[src/rtl/boreal_error_monitor.sv]
// Prediction-error health monitor: leaky average of |epsilon| with a hysteretic
// NOMINAL/ARMING/ALARM/RECOVER alarm FSM and an input-stall detector.
module boreal_error_monitor #(
    parameter int EPS_W     = 16,
    parameter int AVG_SHIFT = 2,
    parameter int THRESH_HI = 1000,
    parameter int THRESH_LO = 600,
    parameter int SUSTAIN_N = 4,
    parameter int HOLD_N    = 16,
    parameter int STALE_CYC = 64
) (
    input  logic                    clk,
    input  logic                    rst,
    input  logic signed [EPS_W-1:0] eps_in,
    input  logic                    eps_valid,
    output logic                    high_error_flag,
    output logic                    stale_fault,
    output logic [EPS_W-2:0]        eps_avg,
    output logic [1:0]              mon_state
);

    localparam int QW = $clog2(SUSTAIN_N + 1);
    localparam int HW = $clog2(HOLD_N + 1);
    localparam int GW = $clog2(STALE_CYC + 1);

    localparam logic signed [EPS_W:0] TH_HI_W  = (EPS_W+1)'(THRESH_HI);
    localparam logic signed [EPS_W:0] TH_LO_W  = (EPS_W+1)'(THRESH_LO);
    localparam logic [QW-1:0]         QUAL_END = QW'(SUSTAIN_N);
    localparam logic [HW-1:0]         HOLD_MAX = HW'(HOLD_N);
    localparam logic [GW-1:0]         GAP_MAX  = GW'(STALE_CYC);

    typedef enum logic [1:0] {
        NOMINAL = 2'b00,
        ARMING  = 2'b01,
        ALARM   = 2'b10,
        RECOVER = 2'b11
    } state_t;

    state_t            state_q, state_d;
    logic [QW-1:0]     qual_q, qual_d;
    logic [HW-1:0]     hold_q, hold_d;
    logic [GW-1:0]     gap_q, gap_d;
    logic [EPS_W-2:0]  avg_q, avg_d;
    logic              flag_q, flag_d;
    logic              stale_q, stale_d;

    logic [EPS_W-1:0]  mag_full;
    logic [EPS_W-2:0]  mag;
    logic signed [EPS_W:0] diff, step, avg_wide;
    logic              is_high, is_low;

    // Only the most-negative input leaves the sign bit set after negation.
    always_comb begin
        mag_full = eps_in[EPS_W-1] ? ('0 - $unsigned(eps_in)) : $unsigned(eps_in);
        mag      = mag_full[EPS_W-1] ? '1 : mag_full[EPS_W-2:0];
        diff     = $signed({2'b00, mag}) - $signed({2'b00, avg_q});
        step     = diff >>> AVG_SHIFT;
        avg_wide = $signed({2'b00, avg_q}) + step;
        is_high  = eps_valid && (avg_wide >= TH_HI_W);
        is_low   = eps_valid && (avg_wide <= TH_LO_W);
        avg_d    = eps_valid ? avg_wide[EPS_W-2:0] : avg_q;
    end

    always_comb begin
        state_d = state_q;
        qual_d  = qual_q;
        hold_d  = hold_q;
        if ((state_q == ALARM || state_q == RECOVER) && hold_q != HOLD_MAX)
            hold_d = hold_q + HW'(1);
        case (state_q)
            NOMINAL: begin
                qual_d = '0;
                hold_d = '0;
                if (is_high) begin
                    state_d = ARMING;
                    qual_d  = QW'(1);
                end
            end
            ARMING: begin
                if (eps_valid) begin
                    if (is_high) begin
                        if (qual_q + QW'(1) == QUAL_END) begin
                            state_d = ALARM;
                            qual_d  = '0;
                            hold_d  = '0;
                        end else begin
                            qual_d = qual_q + QW'(1);
                        end
                    end else begin
                        state_d = NOMINAL;
                        qual_d  = '0;
                    end
                end
            end
            ALARM: begin
                if (is_low && hold_q == HOLD_MAX) begin
                    state_d = RECOVER;
                    qual_d  = QW'(1);
                end
            end
            RECOVER: begin
                // Falling back to ALARM keeps hold_cnt, so exit may requalify at once.
                if (eps_valid) begin
                    if (is_low) begin
                        if (qual_q + QW'(1) == QUAL_END) begin
                            state_d = NOMINAL;
                            qual_d  = '0;
                        end else begin
                            qual_d = qual_q + QW'(1);
                        end
                    end else begin
                        state_d = ALARM;
                        qual_d  = '0;
                    end
                end
            end
            default: state_d = NOMINAL;
        endcase
    end

    always_comb begin
        gap_d   = eps_valid ? '0 : ((gap_q == GAP_MAX) ? gap_q : gap_q + GW'(1));
        stale_d = (gap_d == GAP_MAX);
        flag_d  = (state_d == ALARM) || (state_d == RECOVER);
    end

    always_ff @(posedge clk) begin
        if (rst) begin
            state_q <= NOMINAL;
            qual_q  <= '0;
            hold_q  <= '0;
            gap_q   <= '0;
            avg_q   <= '0;
            flag_q  <= 1'b0;
            stale_q <= 1'b0;
        end else begin
            state_q <= state_d;
            qual_q  <= qual_d;
            hold_q  <= hold_d;
            gap_q   <= gap_d;
            avg_q   <= avg_d;
            flag_q  <= flag_d;
            stale_q <= stale_d;
        end
    end

    assign high_error_flag = flag_q;
    assign stale_fault     = stale_q;
    assign eps_avg         = avg_q;
    assign mon_state       = state_q;

endmodule

[config.mk]
export PLATFORM = sky130hd
export DESIGN_NAME = boreal_error_monitor
export DESIGN_NICKNAME = d
export VERILOG_FILES = /design/src/rtl/boreal_error_monitor.sv
export SDC_FILE = /design/constraint.sdc
export NUM_CORES = 1
export LEC_CHECK = 0
export ABC_AREA = 0
export BUFFER_PORTS_ARGS = -buffer_cell sky130_fd_sc_hd__buf_2
export CAP_MARGIN = 10
export CORE_UTILIZATION = 60
export CTS_CLUSTER_DIAMETER = 150
export DETAILED_ROUTE_END_ITERATION = 8
export PLACE_DENSITY = 0.88
export SETUP_SLACK_MARGIN = 0.05
export SYNTH_ARGS = -nofsm -noshare
export SYNTH_HDL_FRONTEND = slang
export SYNTH_SLANG_ARGS = --single-unit
[constraint.sdc]
create_clock -name clk -period 9.8 [get_ports clk]
set_input_delay 1.96 -clock clk [delete_from_list [all_inputs] [get_ports clk]]
set_output_delay 1.96 -clock clk [all_outputs]
set_load 0.05 [all_outputs]
== Word level (Yosys, flattened, before mapping) ==
Cells that the tools add are included.

* Register bits after elaboration: 34
* Bits of input ports: 19
* Word-level logic and storage cells: 62

* Add/subtract/negate cells: 6
* $lt $le $gt $ge: 2
* Equality and inequality tests: 13
* Mux-type cells: 26
* Reduce and logical (&&, ||, !) cells: 8

{| class="wikitable"
|+ Operators by type and width
! operator !! count
|-
| 2-to-1 mux 5 bit || 4
|-
| 2-to-1 mux 3 bit || 6
|-
| adder 16 x 14 -> 17 bit || 1
|-
| >= comparator 17 x 11 -> 1 bit, second input constant || 1
|-
| <= comparator 17 x 11 -> 1 bit, second input constant || 1
|-
| 2-to-1 mux 16 bit || 1
|-
| 2-to-1 mux 2 bit || 8
|-
| subtractor 1 x 16 -> 16 bit, first input constant || 1
|-
| subtractor 15 x 15 -> 16 bit || 1
|-
| 2-to-1 mux 15 bit || 1
|-
| == test 7 bit, second input constant || 2
|-
| 2-to-1 mux 7 bit || 2
|-
| one-hot mux 3 bit (4 select lines) || 1
|-
| one-hot mux 5 bit (2 select lines) || 1
|-
| == test 2 bit, second input constant || 4
|-
| one-hot mux 2 bit (4 select lines) || 1
|-
| adder 7 x 1 -> 7 bit, second input constant || 1
|-
| adder 5 x 1 -> 5 bit, second input constant || 1
|-
| == test 5 bit, second input constant || 1
|-
| != test 5 bit, second input constant || 1
|-
| logical AND 1 bit || 4
|-
| != test 2 bit, second input constant || 2
|-
| adder 3 x 1 -> 3 bit, second input constant || 1
|-
| == test 3 bit, second input constant || 1
|-
| other kinds (6) || 7
|}

== Logic depth before layout (Yosys ltp) ==
Gate-level depths: netlist of run 1.

* Depth in word-level cells: 12
* Gate-level depth with buffers: 29
* Mapped depth without buffers: 27

== Worst setup path before layout of run 1 ==
Ideal clock, no wire load.

* Path kind: input -> register
* From: input port eps_in[9]
* To: register qual_q[2]
* Library setup time: 59 ps
* Data arrival time: 7769 ps
* Path slack: 1972 ps
* Stages: 27
* Buffers on the path: 1
* Cell sequence: or4_4 -> or3_1 -> nor2_1 -> nand2_1 -> clkbuf_1 -> nand2_1 -> ha_1 -> nand2_1 -> o21ai_0 -> a211oi_2 -> a21oi_4 -> o21ba_2 -> a31o_2 -> and4_1 -> a2111oi_2 -> xnor2_1 -> ha_1 -> nand3_1 -> nor4_1 -> nand2_1 -> a2111oi_0 -> nor3_1 -> and4_4 -> nor3_1 -> o2111ai_1 -> a2111oi_2 -> a31o_1

* Cells in the longest elaborated chain, start to end: 10

{| class="wikitable"
|+ RTL lines
! item !! line !! source
|-
| from (decl) || 14 || <nowiki>input logic signed [EPS_W-1:0] eps_in,</nowiki>
|-
| subtractor 1 x 16 -> 16 bit || 54 || <nowiki>mag_full = eps_in[EPS_W-1] ? ('0 - $unsigned(eps_in)) : $unsigned(eps_in);</nowiki>
|-
| 2-to-1 mux 16 bit (*) || 54 ||
|-
| 2-to-1 mux 15 bit (*) || 55 || <nowiki>mag = mag_full[EPS_W-1] ? '1 : mag_full[EPS_W-2:0];</nowiki>
|-
| subtractor 15 x 15 -> 16 bit (*) || 56 || <nowiki>diff = $signed({2'b00, mag}) - $signed({2'b00, avg_q});</nowiki>
|-
| adder 16 x 14 -> 17 bit (*) || 58 || <nowiki>avg_wide = $signed({2'b00, avg_q}) + step;</nowiki>
|-
| <= comparator 17 x 11 -> 1 bit or >= comparator 17 x 11 -> 1 bit (tied branches) || 60, 59 ||
|-
| logical AND 1 bit, on equally long branches || 60, 59 ||
|-
| 2-to-1 mux 3 bit, or another cell as far along || 104 || <nowiki>if (is_low) begin</nowiki>
|-
| 2-to-1 mux 3 bit, or another cell as far along || 103 || <nowiki>if (eps_valid) begin</nowiki>
|-
| one-hot mux 3 bit (4 select lines) or AND reduction 3 bit (tied branches) || -- ||
|-
| to (signal assigned) || 138 || <nowiki>qual_q <= qual_d;</nowiki>
|-
| to (decl) || 40 || <nowiki>logic [QW-1:0] qual_q, qual_d;</nowiki>
|}

Every way passes the cells marked *; elsewhere a longest branch is shown, timed or not. The select of a mux whose other input is x is not followed.
A chain may end at the register's enable or synchronous reset.

== Worst setup path in the final report of run 1 ==
Ends and elaborated chain as after synthesis.

==> results of run 1 <==
==> logic make-up after synthesis <==
family	share of synthesized area, %
AO/OA/AOI/OAI	25.0
XOR/XNOR	10.6
adder cells (fa/ha/maj)	13.9
buffers and inverters	5.19
flip-flops	19.1
multiplexers	3.72
AND/OR/NAND/NOR	22.6
==> flip-flops by register name (all words and copies together) (netlist names) <==
signal           flops
high_error_flag      1
hold_q               5
eps_avg             15
stale_fault          1
gap_q                7
mon_state            2
qual_q               3
==> metal layers <==
metal / share of wire (%) / wire [um]
met3: 5.0 / 412
met4: 2.2 / 183
met2: 50 / 4150
met5: 0 / 0
met1: 43 / 3550
==> metrics by stage <==
| step | total power [mW] | setup WS, ps |
|---|---|---|
| after floorplan | 1.08 | 1970 |
| final | 1.42 | 1540 |
| after CTS | 1.41 | 1570 |
| after global placement | 1.27 | 1530 |
| after detailed placement | 1.28 | 1290 |
| after global routing | 1.54 | 1090 |
==> cells in the mapped netlist, types with 3 or more instances <==
cell	instances	share of area, %
nor2_1	45	4.7
ha_1	38	13
dfxtp_1	34	19
inv_1	33	3.5
nand2_1	32	3.4
xnor2_1	22	5.4
xor2_1	21	5.2
a21oi_1	20	2.8
nor3_1	18	2.5
mux2i_1	11	3.1
a21o_1	10	2.1
a211oi_1	9	1.9
a31oi_1	9	1.6
clkbuf_1	9	0.95
or3_1	9	1.6
nand3_1	8	1.1
o21ai_0	8	1.1
nand2b_1	7	1.2
nand4_1	6	1.1
o211ai_1	6	1.3
o21ai_1	6	0.84
and3_1	5	0.88
nor2b_1	5	0.88
a311oi_1	4	0.98
buf_2	4	0.56
o21a_1	4	0.84
o31ai_1	4	0.84
a21boi_0	3	0.63
a31o_2	3	0.74
nor4_1	3	0.53
o22ai_1	3	0.53
==> worst min path at each step <==
stage	start	endpoint	slack, ps	cells past startpoint
global route	qual_q[1]$_SDFFE_PP0P_	qual_q[1]$_SDFFE_PP0P_	550	1
detailed placement	qual_q[2]$_SDFFE_PP0P_	qual_q[2]$_SDFFE_PP0P_	500	1
global placement	qual_q[2]$_SDFFE_PP0P_	qual_q[2]$_SDFFE_PP0P_	470	1
floorplan	qual_q[2]$_SDFFE_PP0P_	qual_q[2]$_SDFFE_PP0P_	460	1
CTS	qual_q[2]$_SDFFE_PP0P_	qual_q[2]$_SDFFE_PP0P_	520	1
finish	qual_q[2]$_SDFFE_PP0P_	qual_q[2]$_SDFFE_PP0P_	510	1
==> worst max-delay path, cell delays in order <==
cell and delay, ps:
buf_2 120, or4_4 570, or3_1 360, nor2_1 220
nand2_1 260, o211ai_1 160, ha_1 270, nand2_1 80
o21ai_0 90, a211oi_2 370, a21oi_4 140, o21ba_2 240
a31o_2 270, and4_1 210, a2111oi_2 440, o21bai_1 120
xor2_1 150, ha_1 240, a211o_1 280, a21oi_1 190
a2111oi_0 130, nor3_1 580, nor4_1 120, nor3_1 220
o2111ai_1 180, a2111oi_2 390, a31o_1 140
==> cell type report <==
| class | count | area, um2 |
|---|---|---|
| clock inverters | 2 | 12.5 |
| flip-flops and latches | 34 | 681 |
| fillers | 490 | 1730 |
| inverters | 33 | 124 |
| clock buffers | 6 | 82.6 |
| multi-input cells | 372 | 2700 |
| well taps | 72 | 90.1 |
| repair buffers | 37 | 185 |
==> power by group <==
group          internal, mW  total (mW)  switching (mW)
combinational         0.428        1.11           0.681
sequential            0.166       0.197          0.0319
clock                0.0566       0.117          0.0603
==> flow_summary.json, run 1 <==
{
  "outcome": "finished, final reports clean",
  "skew_ps": 9.52,
  "cts_max_level": 2,
  "rrSetupSlack_ps": 4340,
  "crit_start": "eps_in[9]",
  "cts.sinks": 34,
  "rsz0062_at_grt": "no",
  "clkLatencyLatePin_ps": 300,
  "critPathMaxFanout": 11,
  "synth_area_mm2": 0.00357,
  "yosysSeqAreaShare_pct": 19.1,
  "clkTransAtPathRegs_ps": 70,
  "netlist_instances": 454,
  "finalHoldWorstSlack_ps": 513,
  "synth_edf_count": 0,
  "start_util_pct": 63.7,
  "antenna_found_initial": 0,
  "hold_class": "reg -> reg",
  "maxCapViolCount": 0,
  "place_inst": 548,
  "met2_usage_pct": 51.3,
  "avgViaCountPerCell": 6.26,
  "overflow": 0,
  "end_kind": "flip-flop",
  "synth_seq_cells": 34,
  "grt-busiest-layer": "met2",
  "maxSlewHeadroom_pct": 48.2,
  "grt_pass1_wl_um": 13700,
  "fp-row-count": 27,
  "grt_usage_pct": 27.4,
  "wire_per_inst_um": 14.9,
  "grt.met3_usage_pct": 4.94,
  "final-setup-viol-count": 0,
  "dpl.hpwl_um": 6420,
  "slew_viol_final": 0,
  "dr.pass1.iters": 4,
  "grt_max_degree": 34,
  "via_count": 3479,
  "dpl_cell_area_mm2": 0.00378,
  "postLayoutCoreUtil_pct": 69.2,
  "peakVddDrop_mv": 0.354,
  "postSynth.asyncResetShare_pct": 0,
  "ys.warnings.count": 0,
  "final_hold_viol_count": 0,
  "drc": 0,
  "crit_path_end": "qual_q[2]$_SDFFE_PP0P_",
  "die_area_mm2": 0.00626,
  "syn_to_final_growth_pct": 8.66,
  "ant_nets": 0,
  "grt_pass1_vias": 3216,
  "drt_wl_total_um": 8300,
  "fmax_mhz": 121,
  "synthFlopType": "dfxtp_1",
  "period_needed_ps": 8260,
  "post_cts_resized": 0,
  "critPathLaunchType": "input port",
  "dr.first_iter.drc_count": 128,
  "stdcell_count": 556,
  "fp.dieH_um": 79.1,
  "cts_root_buffer": "clkbuf_8",
  "cts_tree": "done",
  "core_area_mm2": 0.00561,
  "fin_tns_setup_ps": 0,
  "die_w_um": 79.1,
  "design_area_mm2": 0.00388,
  "drive_gt1_share_pct": 13.8,
  "final_cell_mix": "nor2_1 (45), ha_1 (38), buf_2 (37)",
  "ios": 38,
  "grt_use_met1_pct": 30.4,
  "numCtsBuffers": 5,
  "syn-num-nets": 512,
  "n_antenna_cell": 0,
  "ctsHoldBuffers": 0,
  "post_synth_num_cell_types": 70,
  "fin_nets": 541,
  "required_ps": 10050,
  "clock_path_buffers": 2,
  "p_leak_nw": 1.66,
  "power_density_mw_per_mm2": 367,
  "r2r-end": "qual_q[2]$_SDFFE_PP0P_",
  "path_class": "in -> reg",
  "syn_area_per_cell_um2": 7.86,
  "tightest_slew_ps": 767,
  "layout_commonest_cell": "nor2_1",
  "place.gp.congestion": 0.941,
  "io_buffers": 37,
  "reg2reg_from": "eps_avg[1]$_SDFFE_PP0P_",
  "ff2ff_path_depth": 22,
  "min_period_over_period_pct": 84.3,
  "crit_arrival_ps": 8510,
  "post_cts_buffers": 0
}
Power figures use the tool's default switching activity.
==> run 2: changes to the inputs <==
clock period = 8 ns   (was 9.8 ns; I/O delays follow)
==> run 2 against run 1 <==
Effect of this change:
- design area grew 1.8%
- worst hold slack gained 11 ps
- global-route usage grew 1.7 points
- largest cell class unchanged
==> flow_summary.json, run 2 (synthesized netlist as in run 1, its figures left out) <==
{
  "dpl.hpwl_um": 6600,
  "period_needed_ps": 7650,
  "die_w_um": 79.1,
  "die_area_mm2": 0.00626,
  "path_class": "in -> reg",
  "grt_pass1_wl_um": 14700,
  "slew_viol_final": 0,
  "ant_nets": 0,
  "grt_pass1_vias": 3303,
  "hold_class": "reg -> reg",
  "skew_ps": 9.34,
  "finalHoldWorstSlack_ps": 524,
  "maxSlewHeadroom_pct": 45.8,
  "cts_tree": "done",
  "clkLatencyLatePin_ps": 290,
  "outcome": "finished, final reports clean",
  "drive_gt1_share_pct": 15.2,
  "grt_max_degree": 34,
  "start_util_pct": 63.7,
  "crit_arrival_ps": 7790,
  "n_antenna_cell": 0,
  "cts.sinks": 34,
  "numCtsBuffers": 5,
  "syn_to_final_growth_pct": 10.6,
  "cts_max_level": 2,
  "overflow": 0,
  "avgViaCountPerCell": 6.20,
  "via_count": 3461,
  "largest_register_ffs": 15,
  "dr.pass1.iters": 5,
  "ctsHoldBuffers": 0,
  "critPathLaunchType": "input port",
  "fin_nets": 544,
  "place.gp.congestion": 1.00,
  "tightest_slew_ps": 802,
  "final-setup-viol-count": 0,
  "end_kind": "flip-flop",
  "rsz0062_at_grt": "no",
  "fin_tns_setup_ps": 0,
  "min_period_over_period_pct": 95.7,
  "maxCapViolCount": 0,
  "clkTransAtPathRegs_ps": 80,
  "required_ps": 8140,
  "dr.first_iter.drc_count": 149,
  "fp.dieH_um": 79.1,
  "postLayoutCoreUtil_pct": 70.4,
  "layout_commonest_cell": "nor2_1",
  "clock_path_buffers": 2,
  "peakVddDrop_mv": 0.384,
  "power_density_mw_per_mm2": 461,
  "nFillCells": 482,
  "antenna_found_initial": 0,
  "io_buffers": 37,
  "critPathMaxFanout": 8,
  "finalWorstSetupSlack_ps": 346,
  "ios": 38,
  "drc": 0,
  "wire_per_inst_um": 15.5,
  "cts_root_buffer": "clkbuf_8",
  "core_area_mm2": 0.00561,
  "drt_wl_total_um": 8680,
  "dp_slack_ps": -14.7,
  "fp-row-count": 27,
  "grt_usage_pct": 29.1,
  "final_hold_viol_count": 0,
  "p_leak_nw": 1.69,
  "final_cell_mix": "nor2_1 (45), ha_1 (38), buf_2 (37)",
  "fmax_mhz": 131
}
==> run 2: changes by cell type in the layout (fill, tap and decap cells not counted), sizes merged <==
cell / before / now
buf: 37 / 40
clkinv: 1 / 0
bufinv: 0 / 1
clkinvlp: 1 / 0
==> run 2: area by class of cell <==
type	count	area, um2	area share, %
Clock buffer	6	82.6	2.09
Clock inverter	1	30.0	0.760
Inverter	33	124	3.14
Multi-Input combinational cell	372	2730	69.2
Sequential cell	34	681	17.2
Tap cell	72	90.1	2.28
Timing Repair Buffer	40	208	5.26
==> run 2: metal layers <==
layer	up-vias	track usage (%)	part of all wire, %
li1	1727	-	-
met1	1635	35.4	42
met2	90	53.2	51
met3	9	4.37	5.4
met4	0	7.09	1.1
met5	-	0	0
==> run 2: critical path: stages <==
cell and delay (ps):
buf_2 120, or4_4 570, or3_1 370, nor2_1 230
nand2_1 170, nand2_1 110, ha_1 260, nand2_1 110
o21ai_0 120, a211oi_2 160, buf_4 160, a21oi_4 90
o21ba_2 250, a31o_2 270, and4_1 210, a2111oi_2 420
xnor2_1 120, ha_1 380, a21o_1 190, a31o_2 210
a41oi_1 220, xnor2_1 140, a211oi_2 300, and4_1 290
a21oi_1 90, or2_1 290, a311oi_1 260, a311oi_1 70
==> run 2: timing repair <==
item                                    CTS  global route
buffers inserted                          0             1
endpoints found under the setup margin    0            11
gates resized for setup                   0             7
==> run 2: where the power goes <==
group	switching, mW	internal (mW)	leakage, nW
clock	0.0653	0.0997	0.0573
combinational	0.873	0.538	1.35
sequential	0.0398	0.203	0.278
==> run 2: stage by stage <==
| step | area [um2] | cells | power [mW] |
|---|---|---|---|
| 3_3_place_gp | 3800 | 550 | 1.55 |
| 4_1_cts | 3910 | 557 | 1.76 |
| 5_1_grt | 3950 | 558 | 1.97 |
| 2_1_floorplan | 3570 | 454 | 1.32 |
| 3_5_place_dp | 3800 | 550 | 1.58 |
| 6_report | 3950 | 558 | 1.82 |
==> run 2: worst paths after layout <==
kind | startpoint | endpoint | slack (ps) | cells past startpoint
worst max-delay path | eps_in[9] | mon_state[0]$_SDFF_PP0_ | 350 | 28
worst min-delay path | eps_avg[14]$_SDFFE_PP0P_ | eps_avg[14]$_SDFFE_PP0P_ | 520 | 2
worst max register to register | eps_avg[1]$_SDFFE_PP0P_ | mon_state[0]$_SDFF_PP0_ | 2700 | 23
worst min register to register | eps_avg[14]$_SDFFE_PP0P_ | eps_avg[14]$_SDFFE_PP0P_ | 520 | 2
==> run 3: changes to the inputs <==
PLACE_DENSITY = 0.89   (was 0.88)
==> run 3 against run 2 <==
Effect of this change:
- first-iteration DRC count rose by 1.3%
- worst hold slack got worse by 4.5 ps
- non-clock buffer count did not move
- maximum frequency rose by 1.7%
- global-route usage fell by 1.2 points
- clock-buffer cell count fell by 1
- worst setup slack improved by 130 ps
- critical path depth fell by 1
- power fell by 3.2%
- design area fell by 1.1%
- clock power fell by 24%
- critical path type unchanged
- highest routed layer unchanged
==> flow_summary.json, run 3 (synthesized netlist as in run 1, its figures left out) <==
{
  "tightest_slew_ps": 780,
  "largest_register_ffs": 15,
  "via_count": 3499,
  "die_area_mm2": 0.00626,
  "internal-power_mw": 0.797,
  "fp-row-count": 27,
  "path_class": "in -> reg",
  "ff2ff_path_depth": 22,
  "core_area_mm2": 0.00561,
  "max_stage_delay_ps": 570,
  "nFillCells": 478,
  "cts_max_level": 2,
  "dpl.hpwl_um": 6570,
  "min_from": "qual_q[0]$_SDFFE_PP0P_",
  "start_util_pct": 63.7,
  "skew_ps": 6.41,
  "numCtsBuffers": 5,
  "drive_gt1_share_pct": 15.2,
  "io_buffers": 37,
  "dp_slack_ps": -50.5,
  "maxCapViolCount": 0,
  "rsz0062_at_grt": "no",
  "p_sw_share_pct": 54.7,
  "critPathMaxFanout": 8,
  "cts_tree": "done",
  "power.net_switching_mw": 0.964,
  "final-setup-viol-count": 0,
  "syn_to_final_growth_pct": 9.43,
  "grt_pass1_vias": 3290,
  "place.gp.congestion": 0.984,
  "drc": 0,
  "fmax_mhz": 133,
  "ios": 38,
  "wl_met1_um": 3630,
  "hold_class": "reg -> reg",
  "clock_path_buffers": 2,
  "critPathLaunchType": "input port",
  "grt_pass1_wl_um": 14100,
  "finalWorstSetupSlack_ps": 473,
  "layout_commonest_cell": "nor2_1",
  "p_comb_share_pct": 79.1,
  "cp_slowest_cell": "or4_4",
  "finalHoldWorstSlack_ps": 519,
  "antenna_found_initial": 0,
  "rrSetupSlack_ps": 2740,
  "final_cell_mix": "nor2_1 (44), ha_1 (37), buf_2 (37)",
  "dr.first_iter.drc_count": 151,
  "met2_length_um": 4330,
  "ant_nets": 0,
  "dr.pass1.iters": 6,
  "n_antenna_cell": 0,
  "p_leak_nw": 1.67,
  "avgViaCountPerCell": 6.27,
  "stdcell_count": 558,
  "required_ps": 8240,
  "wl_met3_um": 420,
  "postLayoutCoreUtil_pct": 69.7,
  "pwr-share-seq_pct": 13.8,
  "grt_max_degree": 34,
  "clockPowerShare_pct": 7.1,
  "cts_root_buffer": "clkbuf_8",
  "final_hold_viol_count": 0,
  "register_area_um2": 681,
  "fin_nets": 544,
  "fin_tns_setup_ps": 0,
  "critPathBufInv": 1,
  "fp.dieH_um": 79.1,
  "maxSlewHeadroom_pct": 47.3,
  "crit_arrival_ps": 7770,
  "grt_usage_pct": 28.0,
  "hold_depth": 2,
  "outcome": "finished, final reports clean",
  "clkTransAtPathRegs_ps": 70,
  "die_w_um": 79.1,
  "slew_viol_final": 0,
  "min_period_over_period_pct": 94.1,
  "hold_end": "qual_q[0]$_SDFFE_PP0P_",
  "highest_layer": "met4",
  "cts.sinks": 34,
  "multi_input_area_mm2": 0.00273,
  "end_kind": "flip-flop",
  "wire_per_inst_um": 15.4,
  "critical_path.top_delay_family": "simple AND/OR/NAND/NOR gates",
  "clkLatencyLatePin_ps": 290,
  "drt_wl_total_um": 8600,
  "period_needed_ps": 7530,
  "peakVddDrop_mv": 0.481,
  "reg2reg_from": "eps_avg[1]$_SDFFE_PP0P_",
  "r2r-end": "qual_q[2]$_SDFFE_PP0P_",
  "power_density_mw_per_mm2": 451,
  "overflow": 0,
  "place_inst": 550
}
-- run 3: power by group through the flow --
| stage | clock network (mW) | logic (mW) | registers [mW] |
|---|---|---|---|
| 5_1_grt | 0.132 | 1.53 | 0.247 |
| 6_report | 0.125 | 1.39 | 0.244 |
| 3_3_place_gp | 0 | 1.30 | 0.245 |
| 4_1_cts | 0.126 | 1.35 | 0.242 |
| 2_1_floorplan | 0 | 0.984 | 0.333 |
| 3_5_place_dp | 0 | 1.33 | 0.246 |
-- run 3: layout make-up --
cell class | instances | area share (%)
well taps | 72 | 2.31
repair buffers | 40 | 5.32
clock buffers | 5 | 1.76
inverters | 33 | 3.17
multi-input cells | 372 | 69.8
clock inverters | 2 | 0.256
flip-flops and latches | 34 | 17.4
-- run 3: worst max path at each step --
stage | from | to | slack [ps] | cells after the start
after floorplan | eps_in[9] | qual_q[2]$_SDFFE_PP0P_ | 530 | 27
after global placement | eps_in[9] | qual_q[2]$_SDFFE_PP0P_ | 190 | 27
after detailed placement | eps_in[9] | qual_q[2]$_SDFFE_PP0P_ | -50 | 27
after CTS | eps_in[9] | qual_q[2]$_SDFFE_PP0P_ | 220 | 28
after global routing | eps_in[9] | qual_q[2]$_SDFFE_PP0P_ | 40 | 27
final | eps_in[9] | qual_q[2]$_SDFFE_PP0P_ | 470 | 27
-- run 3: repair_timing --
item	4_1_cts	5_1_grt
gates resized for setup	0	7
hold endpoints to repair	0	0
hold buffers	0	0
buffers inserted	0	1
endpoints found under the setup margin	0	11
-- run 3: worst register-to-register path: cells and delay by family (launching register included) --
family,cells,cell delay (ps)
AO/OA/AOI/OAI,9,2460
AND/OR/NAND/NOR,9,1380
adder cells (fa/ha/maj),2,720
flip-flops,1,440
XOR/XNOR,1,120
buffers and inverters,1,80
-- run 3: routing by layer --
metal  vias to the layer above  track usage (%)
li1                       1735                -
met1                      1627             32.8
met3                        29             4.37
met4                         0             10.4
met2                       108             50.7
met5                         -                0
-- run 3: stage by stage --
step | area (um2) | power [mW]
final | 3910 | 1.76
after global routing | 3910 | 1.90
after CTS | 3880 | 1.72
after detailed placement | 3800 | 1.58
after global placement | 3800 | 1.55
after floorplan | 3570 | 1.32
